File: src/rtl/disp_ch_scheduler.sv
// disp_ch_scheduler
//   Channel sequencer for the 8-channel display multiplexer. A mode FSM picks the
//   mux channel (Test), either straight from the switches or by timed auto-scan
//   over a channel mask. A separate latch FSM runs a 4-phase req/ack handshake
//   that fires a single-cycle EN strobe into the channel-0 latch.
//
//   state     | meaning
//   S_MANUAL  | Test follows sw_sel with one cycle of latency
//   S_SCAN    | Test steps through enabled channels, DWELL_CYC cycles each
//   L_IDLE    | waiting for cpu_wr_req
//   L_STROBE  | EN high for this single cycle
//   L_ACK     | cpu_wr_ack high until cpu_wr_req drops
//
// Ports
//   clk        system clock, rising edge
//   rst        asynchronous active-low reset
//   auto_en    1 = auto-scan, 0 = manual
//   sw_sel     manual channel select
//   ch_mask    auto-scan channel enables (bit 0 forced on)
//   hold       freezes the dwell counter while scanning
//   cpu_wr_req 4-phase request from the CPU
//   cpu_wr_ack 4-phase acknowledge to the CPU
//   Test       channel select to the display mux
//   EN         one-cycle channel-0 latch strobe
//   ch_change  one-cycle pulse when Test has just changed
module disp_ch_scheduler #(
  parameter int DWELL_CYC = 25_000_000,
  parameter int CNT_W     = 25
) (
  input  logic       clk,
  input  logic       rst,
  input  logic       auto_en,
  input  logic [2:0] sw_sel,
  input  logic [7:0] ch_mask,
  input  logic       hold,
  input  logic       cpu_wr_req,
  output logic       cpu_wr_ack,
  output logic [2:0] Test,
  output logic       EN,
  output logic       ch_change
);

  localparam logic       S_MANUAL = 1'b0;
  localparam logic       S_SCAN   = 1'b1;

  localparam logic [1:0] L_IDLE   = 2'd0;
  localparam logic [1:0] L_STROBE = 2'd1;
  localparam logic [1:0] L_ACK    = 2'd2;

  localparam logic [CNT_W-1:0] LP_CNT_TC = CNT_W'(DWELL_CYC - 1);

  logic             r_mode;
  logic [CNT_W-1:0] r_cnt;
  logic [2:0]       r_test;
  logic             r_ch_change;
  logic [1:0]       r_lstate;
  logic             r_en;
  logic             r_ack;

  logic [7:0]       w_eff_mask;
  logic [2:0]       w_next_ch;
  logic [2:0]       w_idx;
  logic             w_found;
  logic             w_mode_n;
  logic [CNT_W-1:0] w_cnt_n;
  logic [2:0]       w_test_n;
  logic [1:0]       w_lstate_n;

  assign w_eff_mask = ch_mask | 8'h01;

  // Circular search for the first enabled channel after the current one. Since
  // channel 0 is always enabled, only Test==0 with nothing else enabled finds
  // nothing, in which case Test stays put.
  always_comb begin
    w_next_ch = r_test;
    w_found   = 1'b0;
    w_idx     = 3'd0;
    for (int i = 1; i < 8; i++) begin
      w_idx = r_test + 3'(i);
      if (!w_found && w_eff_mask[w_idx]) begin
        w_next_ch = w_idx;
        w_found   = 1'b1;
      end
    end
  end

  always_comb begin
    w_mode_n = r_mode;
    w_cnt_n  = r_cnt;
    w_test_n = r_test;
    case (r_mode)
      S_MANUAL: begin
        if (auto_en) begin
          // Entering scan: the current channel starts a fresh dwell.
          w_mode_n = S_SCAN;
          w_cnt_n  = '0;
        end else begin
          w_test_n = sw_sel;
        end
      end
      default: begin
        if (!auto_en) begin
          w_mode_n = S_MANUAL;
          w_cnt_n  = '0;
          w_test_n = sw_sel;
        end else if (!hold) begin
          if (r_cnt == LP_CNT_TC) begin
            w_cnt_n  = '0;
            w_test_n = w_next_ch;
          end else begin
            w_cnt_n = r_cnt + 1'b1;
          end
        end
      end
    endcase
  end

  always_comb begin
    w_lstate_n = r_lstate;
    case (r_lstate)
      L_IDLE:   if (cpu_wr_req) w_lstate_n = L_STROBE;
      L_STROBE: w_lstate_n = L_ACK;
      L_ACK:    if (!cpu_wr_req) w_lstate_n = L_IDLE;
      default:  w_lstate_n = L_IDLE;
    endcase
  end

  always_ff @(posedge clk or negedge rst) begin
    if (!rst) begin
      r_mode      <= S_MANUAL;
      r_cnt       <= '0;
      r_test      <= 3'd0;
      r_ch_change <= 1'b0;
    end else begin
      r_mode      <= w_mode_n;
      r_cnt       <= w_cnt_n;
      r_test      <= w_test_n;
      r_ch_change <= (w_test_n != r_test);
    end
  end

  // EN and ack are registered decodes of the next latch state so they line up
  // exactly with L_STROBE / L_ACK.
  always_ff @(posedge clk or negedge rst) begin
    if (!rst) begin
      r_lstate <= L_IDLE;
      r_en     <= 1'b0;
      r_ack    <= 1'b0;
    end else begin
      r_lstate <= w_lstate_n;
      r_en     <= (w_lstate_n == L_STROBE);
      r_ack    <= (w_lstate_n == L_ACK);
    end
  end

  assign Test       = r_test;
  assign EN         = r_en;
  assign cpu_wr_ack = r_ack;
  assign ch_change  = r_ch_change;

endmodule
File: config.mk
export PLATFORM = sky130hd
export DESIGN_NAME = disp_ch_scheduler
export DESIGN_NICKNAME = d
export VERILOG_FILES = /design/src/rtl/disp_ch_scheduler.sv
export SDC_FILE = /design/constraint.sdc
export NUM_CORES = 1
export LEC_CHECK = 0
export ABC_AREA = 1
export CORE_ASPECT_RATIO = 0.6
export CORE_MARGIN = 2
export CORE_UTILIZATION = 35
export DETAILED_ROUTE_END_ITERATION = 8
export DONT_BUFFER_PORTS = 1
export GPL_ROUTABILITY_DRIVEN = 0
export GPL_TIMING_DRIVEN = 0
export PLACE_DENSITY = 0.54
export SETUP_SLACK_MARGIN = 0.5
export SKIP_LAST_GASP = 1
export SYNTH_ARGS = -nofsm -noshare
export SYNTH_HDL_FRONTEND = slang
export SYNTH_SLANG_ARGS = --single-unit
File: constraint.sdc
create_clock -name clk -period 3.1 [get_ports clk]
set_clock_uncertainty 0.2 [all_clocks]
set_input_delay 0.62 -clock clk [delete_from_list [all_inputs] [get_ports clk]]
set_output_delay 0.62 -clock clk [all_outputs]
set_load 0.02 [all_outputs]
=== Word level (Yosys, flattened, before mapping) ===
Index checks and enable logic that the tools add are counted.

* $lt $le $gt $ge: 7
* Reduce and logical (&&, ||, !) cells: 15
* Equality and inequality tests: 7
* Add/subtract/negate cells: 8
* Muxes and demuxes: 41

{| class="wikitable"
|+ Operator list
! kind !! number
|-
| $mux W25 || 5
|-
| $mux W3 || 12
|-
| $lt A3 B4 Y1 const B || 7
|-
| $add A25 B1 Y25 const B || 1
|-
| $eq A25 B25 Y1 const B || 1
|-
| $bmux W1 S3 || 7
|-
| $mux W1 || 14
|-
| $add A3 B3 Y3 const B || 4
|-
| $add A3 B2 Y3 const B || 2
|-
| $logic_and A1 B1 Y1 || 6
|-
| $logic_not A1 Y1 || 6
|-
| $pmux W2 S3 || 1
|-
| $eq A2 B1 Y1 const B || 2
|-
| $eq A2 B2 Y1 const B || 2
|-
| $mux W2 || 2
|-
| $add A3 B1 Y3 const B || 1
|-
| $ne A3 B3 Y1 || 1
|-
| $ne A3 B3 Y1 const B || 1
|-
| $logic_not A2 Y1 || 1
|-
| $reduce_and A2 Y1 || 1
|-
| $reduce_bool A2 Y1 || 1
|}

* Output and inout port bits: 6
* Word-level logic and storage cells: 85
* Bits of input ports: 16
* Register bits: 34

=== Depth between registers and ports, before layout ===
Gate-level depths: netlist of run 1.

* Word-level depth: 27
* Depth in mapped cells: 22
* Depth with buffers taken out: 21

=== Least setup slack after synthesis of run 1 ===
No wires, ideal clock.

* Path kind: reg2reg
* From: register r_test[0] (netlist: Test[0])
* To: register r_ch_change (netlist: ch_change)
* Library setup time: 0.125 ns
* Data required time: 2.775 ns
* Arrival: 2.413 ns
* Stages on the path, launching flop included: 22
* Path buffers: 1
* Setup slack: 0.362 ns
* Clock period less this slack: 2.738 ns
* Cells stage by stage: dfrtp_1 -> inv_2 -> buf_6 -> ha_1 -> inv_1 -> nand3_1 -> nand3_2 -> nand2_4 -> nor2_8 -> nand4_4 -> nand2_1 -> inv_2 -> nand2_2 -> nand2_1 -> nand2_1 -> nand2_1 -> nand2_2 -> nand2_2 -> nand2_1 -> nand2_1 -> nor2_1 -> nand3_1

* Longest elaborated chain between the ends: 27
* Elaborated cells between the ends (all ways): 52
* Those cells by class: add/sub: 7; eq/ne: 1; mux: 32; reduce/logical: 12

{| class="wikitable"
|+ RTL lines
! what !! line !! text
|-
| start, declared || 54 || <nowiki>logic [2:0] r_test;</nowiki>
|-
| start signal, assigned || 137 || <nowiki>r_test <= w_test_n;</nowiki>
|-
| $add A3 B1 Y3 || 79 || <nowiki>w_idx = r_test + 3'(i);</nowiki>
|-
| $bmux W1 S3 || 80 || <nowiki>if (!w_found && w_eff_mask[w_idx]) begin</nowiki>
|-
| $mux W1 (implied by the code) || 80 ||
|-
| $mux W1 || 80 ||
|-
| $logic_not A1 Y1 || 80 ||
|-
| $logic_and A1 B1 Y1 || 80 ||
|-
| $mux W1 || 80 ||
|-
| $logic_not A1 Y1 || 80 ||
|-
| (+11 left out) || n/a ||
|-
| $logic_not A1 Y1 || 80 ||
|-
| $logic_and A1 B1 Y1 || 80 ||
|-
| $mux W3 || 80 ||
|-
| $mux W3 || 107 || <nowiki>if (r_cnt == LP_CNT_TC) begin</nowiki>
|-
| $mux W3 || 106 || <nowiki>end else if (!hold) begin</nowiki>
|-
| $mux W3 || 102 || <nowiki>if (!auto_en) begin</nowiki>
|-
| $mux W3 || 91 || <nowiki>case (r_mode)</nowiki>
|-
| $ne A3 B3 Y1 (*) || 138 || <nowiki>r_ch_change <= (w_test_n != r_test);</nowiki>
|-
| end signal, assigned || 138 ||
|-
| end, declared || 55 || <nowiki>logic r_ch_change;</nowiki>
|}

Mark *: on every way between the ends. The rest lies on a longest branch, timed or not. The select of a mux whose other input is x is not followed.
A chain may end at the register's enable or synchronous reset.

=== Worst setup path after layout of run 1 ===
Same ends and word-level chain as after synthesis.

==> Flow_metrics.wiki, run 1 <==
{| class="wikitable"
! Metric !! Value
|-
| Data arrival time of the critical path || approximately 2.7 ns
|-
| Number of vias in the routed layout || 2752
|-
| Fraction of power spent switching nets || 0.363
|-
| Time the worst path needs with I/O delays and setup || about 2.7 ns
|-
| Drt pass-1 iters || 5
|-
| TritonCTS buffer count || 5
|-
| Multiplexer share of the synthesized area || 0
|-
| Depth of the CTS H-tree || 2
|-
| Deepest clock path buffer count || 2
|-
| Slew Limit Headroom || 0.593
|-
| Number of clock sinks || 34
|-
| Cell area after placement || 0.00284 sq mm
|-
| Final setup violation count || 0
|-
| Final HPWL from detailed placement || roughly 5.6 mm
|-
| Power per cell area || about 470 mW/mm^2
|-
| Total congestion overflow after global routing || 0
|-
| Yosys Warn Count || 0
|-
| DRC violation total after the first TritonRoute iteration || ~210
|-
| Proportion of register bits with asynchronous set or reset after synthesis || 1.00
|-
| Clock power frac || 0.317
|-
| Worst-Skew Late Latency || approximately 0.28 ns
|-
| Via count of the first global-routing pass || between 2000 and 2500
|-
| Initial antenna violation count || 0
|-
| Net load switching power || 572 uW
|-
| Share of synthesized cell area in full adder, half adder and majority cells || 0.0139
|-
| Final Hold Viols || 0
|-
| Dominant combinational cell family by area after synthesis || simple AND/OR/NAND/NOR gates
|-
| Total Routed Length || between 7 and 8 mm
|-
| Final sum of negative setup slack || 0 ns
|-
| Residual DRC count || 0
|-
| Proportion of synthesized chip area in sequential cells || 0.315
|-
| Width of the die || around 120 um
|-
| Routed len/inst || 14.3 um
|-
| Total count of max-transition violations in the final report || 0
|-
| Depth of the worst register-to-register path || 22
|-
| Xor/xnor share of the synthesized area || 0.0102
|-
| Comb power frac || 0.354
|-
| Final nets || between 400 and 500
|-
| Initial Utilization || 0.367
|-
| Leakage power || around 0.0015 uW
|-
| Simple-gate share of the synthesized area || 0.435
|-
| Pin count of the biggest net entering global routing || 35
|-
| Clock transition at the registers of the reported paths || approximately 0.06 ns
|-
| Most repeated cell in the gate-level netlist after synthesis || nand2_1
|-
| Post-synth cell types || 43
|-
| Cell depth of the worst min-delay path || 0
|-
| Critical-path maximum fanout || 6
|-
| Mean number of vias per cell || roughly 5.2
|-
| Clock root cell || clkbuf_16
|-
| Placement row count || 24
|-
| Count of mapped cells out of synthesis || 390
|-
| Share of power burned in registers || 0.330
|-
| VDD IR max || 263 uV
|-
| Worst min path class || in2reg
|-
| Main flop type after synthesis || dfrtp_1
|-
| Worst Tran Pin Value || 0.605 ns
|-
| Overall power after layout || between 1500 and 2000 uW
|-
| Number of nets in the synthesized netlist || 409
|-
| Required time worst endpoint || approximately 3.1 ns
|-
| Highest clock rate || ~0.37 GHz
|-
| Fraction of final layout cells with drive strength greater than 1 || 0.271
|-
| Post-route cell area || about 0.0034 sq mm
|-
| Die span in y || 72.0 um
|-
| Unrepaired setup endpoints after global routing || yes
|-
| Biggest area consumer among synthesized cells || dfrtp_1
|-
| Full die area || between 0.008 and 0.009 sq mm
|-
| Antenna violation net count after detailed routing || 0
|-
| Count of flip-flops with a built-in enable after synthesis || 0
|-
| Number of violations of the max-capacitance limit || 0
|-
| Kind of start point of the critical path || flip-flop
|-
| Fraction of synthesized cell area taken by the top area cell type || 0.315
|-
| Area inside the core boundary || 0.00736 sq mm
|-
| Fin util || 0.456
|-
| Summed instance area of the synthesized netlist || between 0.002 and 0.003 sq mm
|-
| Syn-to-layout area delta || 24.5%
|-
| Antenna diode count || 0
|-
| Post-route insts no fill || 528
|-
| Compound-cell area share of the yosys netlist || 0.129
|-
| Number of synthesized register bits || 34
|-
| Boundary Pins || 22
|-
| Setup Crit Path Kind || reg2reg
|-
| Status || finished, final reports clean
|-
| Synth area leaders || dfrtp_1 (32%), nand2_1 (15%), nand3_1 (6.5%), inv_1 (6.0%), nor2_1 (4.5%)
|-
| Wire length of the first global-routing pass || ~12 mm
|-
| Part of the cycle the worst path needs || 0.882
|-
| Port-buffer cells || 0
|-
| Type of element capturing the critical path || flip-flop
|-
| Clock tree from TritonCTS || done
|-
| Ranking of synthesized cells by instance count || nand2_1 (111), inv_1 (43), nand3_1 (35), dfrtp_1 (34), nor2_1 (32)
|-
| Avg Synthesized Cell Area || 6.92 sq um
|-
| GRT Overall Usage || 0.183
|-
| Internal power || between 1000 and 1500 uW
|-
| Placed Cells incl. Taps || slightly below 500
|}
registers in the layout (all words and copies together) (netlist names):
| register | count |
|---|---|
| Test | 3 |
| ch_change | 1 |
| r_cnt | 25 |
| r_lstate | 2 |
| cpu_wr_ack | 1 |
| r_mode | 1 |
| EN | 1 |
area by class of cell:
class	instances	area [sq um]
fillers	748	4000
multi-input cells	296	1730
flip-flops and latches	34	857
repair buffers	26	214
inverters	52	211
clock buffers	7	143
well taps	104	130
plain buffers	8	66.3
clock inverters	1	5.00
kinds of logic after synthesis:
family	Yosys count
flops	34
fa+ha+maj	3
compound gates	59
simple gates	233
xor+xnor	1
buf+inv	60
timing repair:
item	CTS	global route
hold endpoints to repair	34	0
setup endpoints to repair	3	23
hold buffers	2	0
buffers inserted	15	9
resized for setup	23	23
gates cloned	0	0
pin swaps	15	20
critical path, stage by stage, from the launching register on:
cell and delay, ns:
dfrtp_2 0.47, inv_2 0.07, buf_8 0.13, ha_4 0.29
inv_6 0.10, nand3_2 0.08, nand2_2 0.10, nand2_2 0.07
nand2_4 0.09, buf_6 0.10, nand4_4 0.11, nand2_2 0.10
inv_2 0.04, nand2_2 0.07, nand2_1 0.05, nand2_1 0.06
nand2_1 0.05, nand2_2 0.07, nand2_2 0.05, nand2_1 0.06
nand2_2 0.06, nor2_2 0.13, nand3_1 0.08
per-layer routing:
metal / up-vias / GRT usage / routed length (um) / part of all wire
li1: 1360 / - / - / -
met1: 1297 / 0.308 / 4300 / 0.57
met2: 85 / 0.226 / 2710 / 0.36
met3: 10 / 0.0369 / 487 / 0.064
met4: 0 / 0.0428 / 69 / 0.0091
met5: - / 0 / 0 / 0
per-stage QoR:
step	setup WS, ns	hold WS [ns]
after floorplan	0.607	0.124
after global placement	0.148	0.125
after detailed placement	0.190	0.125
after CTS	0.412	0.163
after global routing	0.154	0.157
final	0.365	0.166
power by group through the flow:
| stage | combinational [uW] | sequential, uW | clock [uW] |
|---|---|---|---|
| CTS | 530 | 519 | 509 |
| global placement | 433 | 526 | 0 |
| floorplan | 351 | 521 | 0 |
| finish | 558 | 520 | 499 |
| detailed placement | 434 | 526 | 0 |
| global route | 616 | 525 | 533 |
cell usage in the layout, fill, tap and decap left out, drive strengths merged:
master / netlist / routed
clkbuf: 5 / 12
nor2: 41 / 41
inv: 51 / 51
o221ai: 1 / 1
nand2: 123 / 123
nand4: 11 / 11
o21a: 1 / 1
o31ai: 2 / 2
o21ai: 27 / 27
clkinv: 1 / 2
nor3: 5 / 5
nor4: 5 / 5
a21oi: 11 / 11
dfrtp: 34 / 34
nand3: 46 / 46
o32ai: 3 / 3
xor2: 1 / 1
buf: 3 / 28
ha: 3 / 3
a21boi: 1 / 1
a31oi: 2 / 2
o22ai: 7 / 7
a32o: 1 / 1
dlygate4sd3: 0 / 1
o21bai: 1 / 1
or2: 2 / 2
a22o: 1 / 1
a22oi: 1 / 1
path summary, 6_finish.rpt:
path	start	endpoint	slack (ns)
min in group asynchronous	rst	r_cnt[22]	0.60
max reg2reg	Test[0]	ch_change	0.36
max in group asynchronous	rst	r_cnt[2]	1.91
min	auto_en	r_mode	0.17
max	Test[0]	ch_change	0.36
min reg2reg	r_lstate[1]	r_lstate[0]	0.30
(Power assumes the default switching activity.)
==> run 2: changes to the inputs <==
- CORE_ASPECT_RATIO: 0.6 -> unset
- CTS_CLUSTER_DIAMETER: unset -> 100
==> run 2 against run 1 <==
Die area fell by 0.28%. Cell count fell by 1.5%. Largest cell class unchanged. Critical endpoint unchanged. Sequential power barely moved.
==> Flow_metrics.wiki, run 2 (same netlist as run 1, synthesis figures left out) <==
{| class="wikitable"
! Metric !! Value
|-
| Status || finished, final reports clean
|-
| Total congestion overflow after global routing || 0 (unchanged)
|-
| Biggest register || r_cnt
|-
| Routed len/inst || 13.9 um (-3.1%)
|-
| Die span in y || 91.8 um (+27%)
|-
| Area inside the core boundary || 0.00761 sq mm (+3.4%)
|-
| Port-buffer cells || 0 (unchanged)
|-
| Final nets || 436 (-1.4%)
|-
| Mean number of vias per cell || 5.17 (-0.86%)
|-
| Kind of start point of the critical path || flip-flop
|-
| Biggest cell delay along the critical path || 0.46 ns (about the same)
|-
| Fraction of power spent switching nets || 0.396 (+0.0332)
|-
| Most repeated library cell on the critical path || nand2_1
|-
| Max reg flops || 25 (unchanged)
|-
| Setup Crit Path Kind || reg2reg
|-
| Delay-heaviest family, CP || simple AND/OR/NAND/NOR gates
|-
| Number of violations of the max-capacitance limit || 0 (unchanged)
|-
| Placement row count || 32 (+33%)
|-
| Fin util || 0.434 (-0.0226)
|-
| VDD IR max || 346 uV (+32%)
|-
| Series of cell instances along the critical path || inv_2 > buf_8 > ha_4 > inv_6 > nand3_2 > nand2_2 > nand2_2 > nand2_4 > inv_1 > o21ai_2 > nand3_1 > nand3_1 > nand2_1 > nand2_1 > nand2_1 > nand2_2 > nand2_1 > nand2_1 > nand2_1 > nor2_2 > nand3_1
|-
| Worst Tran Pin Value || 0.590 ns (-0.0146 ns)
|-
| Antenna violation net count after detailed routing || 0 (unchanged)
|-
| Boundary Pins || 22 (unchanged)
|-
| Drt pass-1 iters || 5 (unchanged)
|-
| Deepest clock path buffer count || 2 (unchanged)
|-
| Leakage power || 0.00144 uW (-3.6%)
|-
| Depth of the CTS H-tree || 2 (unchanged)
|-
| Worst path bufs/invs || 4 (-1)
|-
| Clock root cell || clkbuf_8
|-
| Final Hold Viols || 0 (unchanged)
|-
| Initial Utilization || 0.355 (-0.0121)
|-
| Data arrival time of the critical path || 2.70 ns (about the same)
|-
| Commonest cells after routing, fill and taps aside || nand2_1 (103), inv_1 (42), dfrtp_1 (32)
|-
| Total Routed Length || 7.22 mm (-4.5%)
|-
| Cell with the largest stage delay on the worst path || dfrtp_2
|-
| Part of the cycle the worst path needs || 0.878 (-0.00396)
|-
| Clock tree from TritonCTS || done
|-
| Final sum of negative setup slack || 0 ns (unchanged)
|-
| Worst min path class || in2reg
|-
| Time the worst path needs with I/O delays and setup || 2.72 ns (-0.0123 ns)
|-
| Overall power after layout || 1460 uW (-7.7%)
|-
| Startpoint of the worst setup timing path || Test[0]
|-
| Wire length of the first global-routing pass || 11.9 mm (-2.9%)
|-
| Unrepaired setup endpoints after global routing || yes
|-
| Antenna diode count || 0 (unchanged)
|-
| Initial antenna violation count || 0 (unchanged)
|-
| Internal power || 879 uW (-12%)
|-
| Hold_sp || auto_en
|-
| Slew Limit Headroom || 0.606 (+0.0135)
|-
| TritonCTS buffer count || 5 (unchanged)
|-
| Post-Route Hold Slack || 0.152 ns (-0.0138 ns)
|-
| Type of element capturing the critical path || flip-flop
|-
| Power per cell area || 441 mW/mm^2 (-6.1%)
|-
| Placed Cells incl. Taps || 492 (-0.40%)
|-
| GRT Overall Usage || 0.176 (-0.00689)
|-
| Share of power burned in registers || 0.356 (+0.026)
|-
| Most common cell after layout, fill and taps aside || nand2_1
|-
| Fraction of final layout cells with drive strength greater than 1 || 0.258 (-0.0129)
|-
| Final setup violation count || 0 (unchanged)
|-
| Highest clock rate || 0.367 GHz (+0.45%)
|-
| Total count of max-transition violations in the final report || 0 (unchanged)
|-
| DRC violation total after the first TritonRoute iteration || 131 (-37%)
|-
| Number of vias in the routed layout || 2687 (-2.4%)
|-
| Comb power frac || 0.402 (+0.048)
|-
| Via count of the first global-routing pass || 2478 (+3.0%)
|-
| Clock power frac || 0.243 (-0.074)
|-
| Clock transition at the registers of the reported paths || 0.07 ns (about the same)
|-
| Pin count of the biggest net entering global routing || 35 (unchanged)
|-
| Required time worst endpoint || 3.08 ns (+0.02 ns)
|-
| Full die area || 0.00843 sq mm (-0.28%)
|-
| Reg-to-reg startpoint || Test[0]
|-
| Residual DRC count || 0 (unchanged)
|-
| Critical-path maximum fanout || 6 (unchanged)
|-
| Number of clock sinks || 34 (unchanged)
|-
| Post-route insts no fill || 520 (-1.5%)
|-
| Width of the die || 91.8 um (-22%)
|-
| Net load switching power || 577 uW (+0.77%)
|-
| Final HPWL from detailed placement || 5.17 mm (-7.3%)
|-
| Syn-to-layout area delta || 22.4%
|-
| Worst-Skew Late Latency || 0.29 ns (about the same)
|}
run 2: cell types whose count changed in the layout (fill, tap and decap cells not counted), sizes merged:
| cell | delta |
|---|---|
| clkinvlp | +1 |
| clkbuf | -1 |
| buf | -6 |
run 2: worst paths after layout:
kind	endpoint	slack, ns	cells after the start
min in group asynchronous	r_cnt[9]	0.57	2
min reg2reg	EN	0.30	1
max reg2reg	ch_change	0.38	21
min	r_mode	0.15	0
max	ch_change	0.38	21
max in group asynchronous	Test[1]	1.93	2
run 2: repair_timing:
action                                  4_1_cts  5_1_grt
hold endpoints to repair                     34        0
hold buffers                                  2        0
pin swaps                                     7       20
setup buffers                                10        8
resized for setup                            10       38
endpoints found under the setup margin        3       12
run 2: power groups by stage:
| stage | clock, uW | sequential (uW) | combinational, uW |
|---|---|---|---|
| after detailed placement | 0 | 526 | 431 |
| after CTS | 366 | 519 | 482 |
| after floorplan | 0 | 521 | 351 |
| final | 353 | 518 | 585 |
| after global placement | 0 | 527 | 429 |
| after global routing | 387 | 522 | 639 |
run 2: cell type report:
cell class | instances | area (sq um)
buffer | 8 | 65.1
clock buffer | 6 | 82.6
clock inverter | 2 | 12.5
fill | 786 | 4310
inverter | 52 | 210
multi-input combinational | 296 | 1770
sequential | 34 | 853
tap | 102 | 128
timing repair buffer | 20 | 178
run 2: stage by stage:
step	cell area [sq um]	setup WS [ns]
final	3300	0.377
after global placement	2840	0.263
after floorplan	2710	0.607
after CTS	3070	0.434
after global routing	3300	0.194
after detailed placement	2840	0.288
run 2: routing by layer:
layer  track usage  up-vias  part of all wire
met5             0        -                 0
li1              -     1345                 -
met3        0.0288       12             0.042
met2         0.293       49              0.48
met1         0.234     1281              0.46
met4        0.0585        0             0.014
==> run 3: changes to the inputs <==
- SKIP_LAST_GASP: 1 -> unset
- TNS_END_PERCENT: unset -> 100
==> results of run 3 <==
The final DEF is identical to that of run 2; final timing and power are the same.
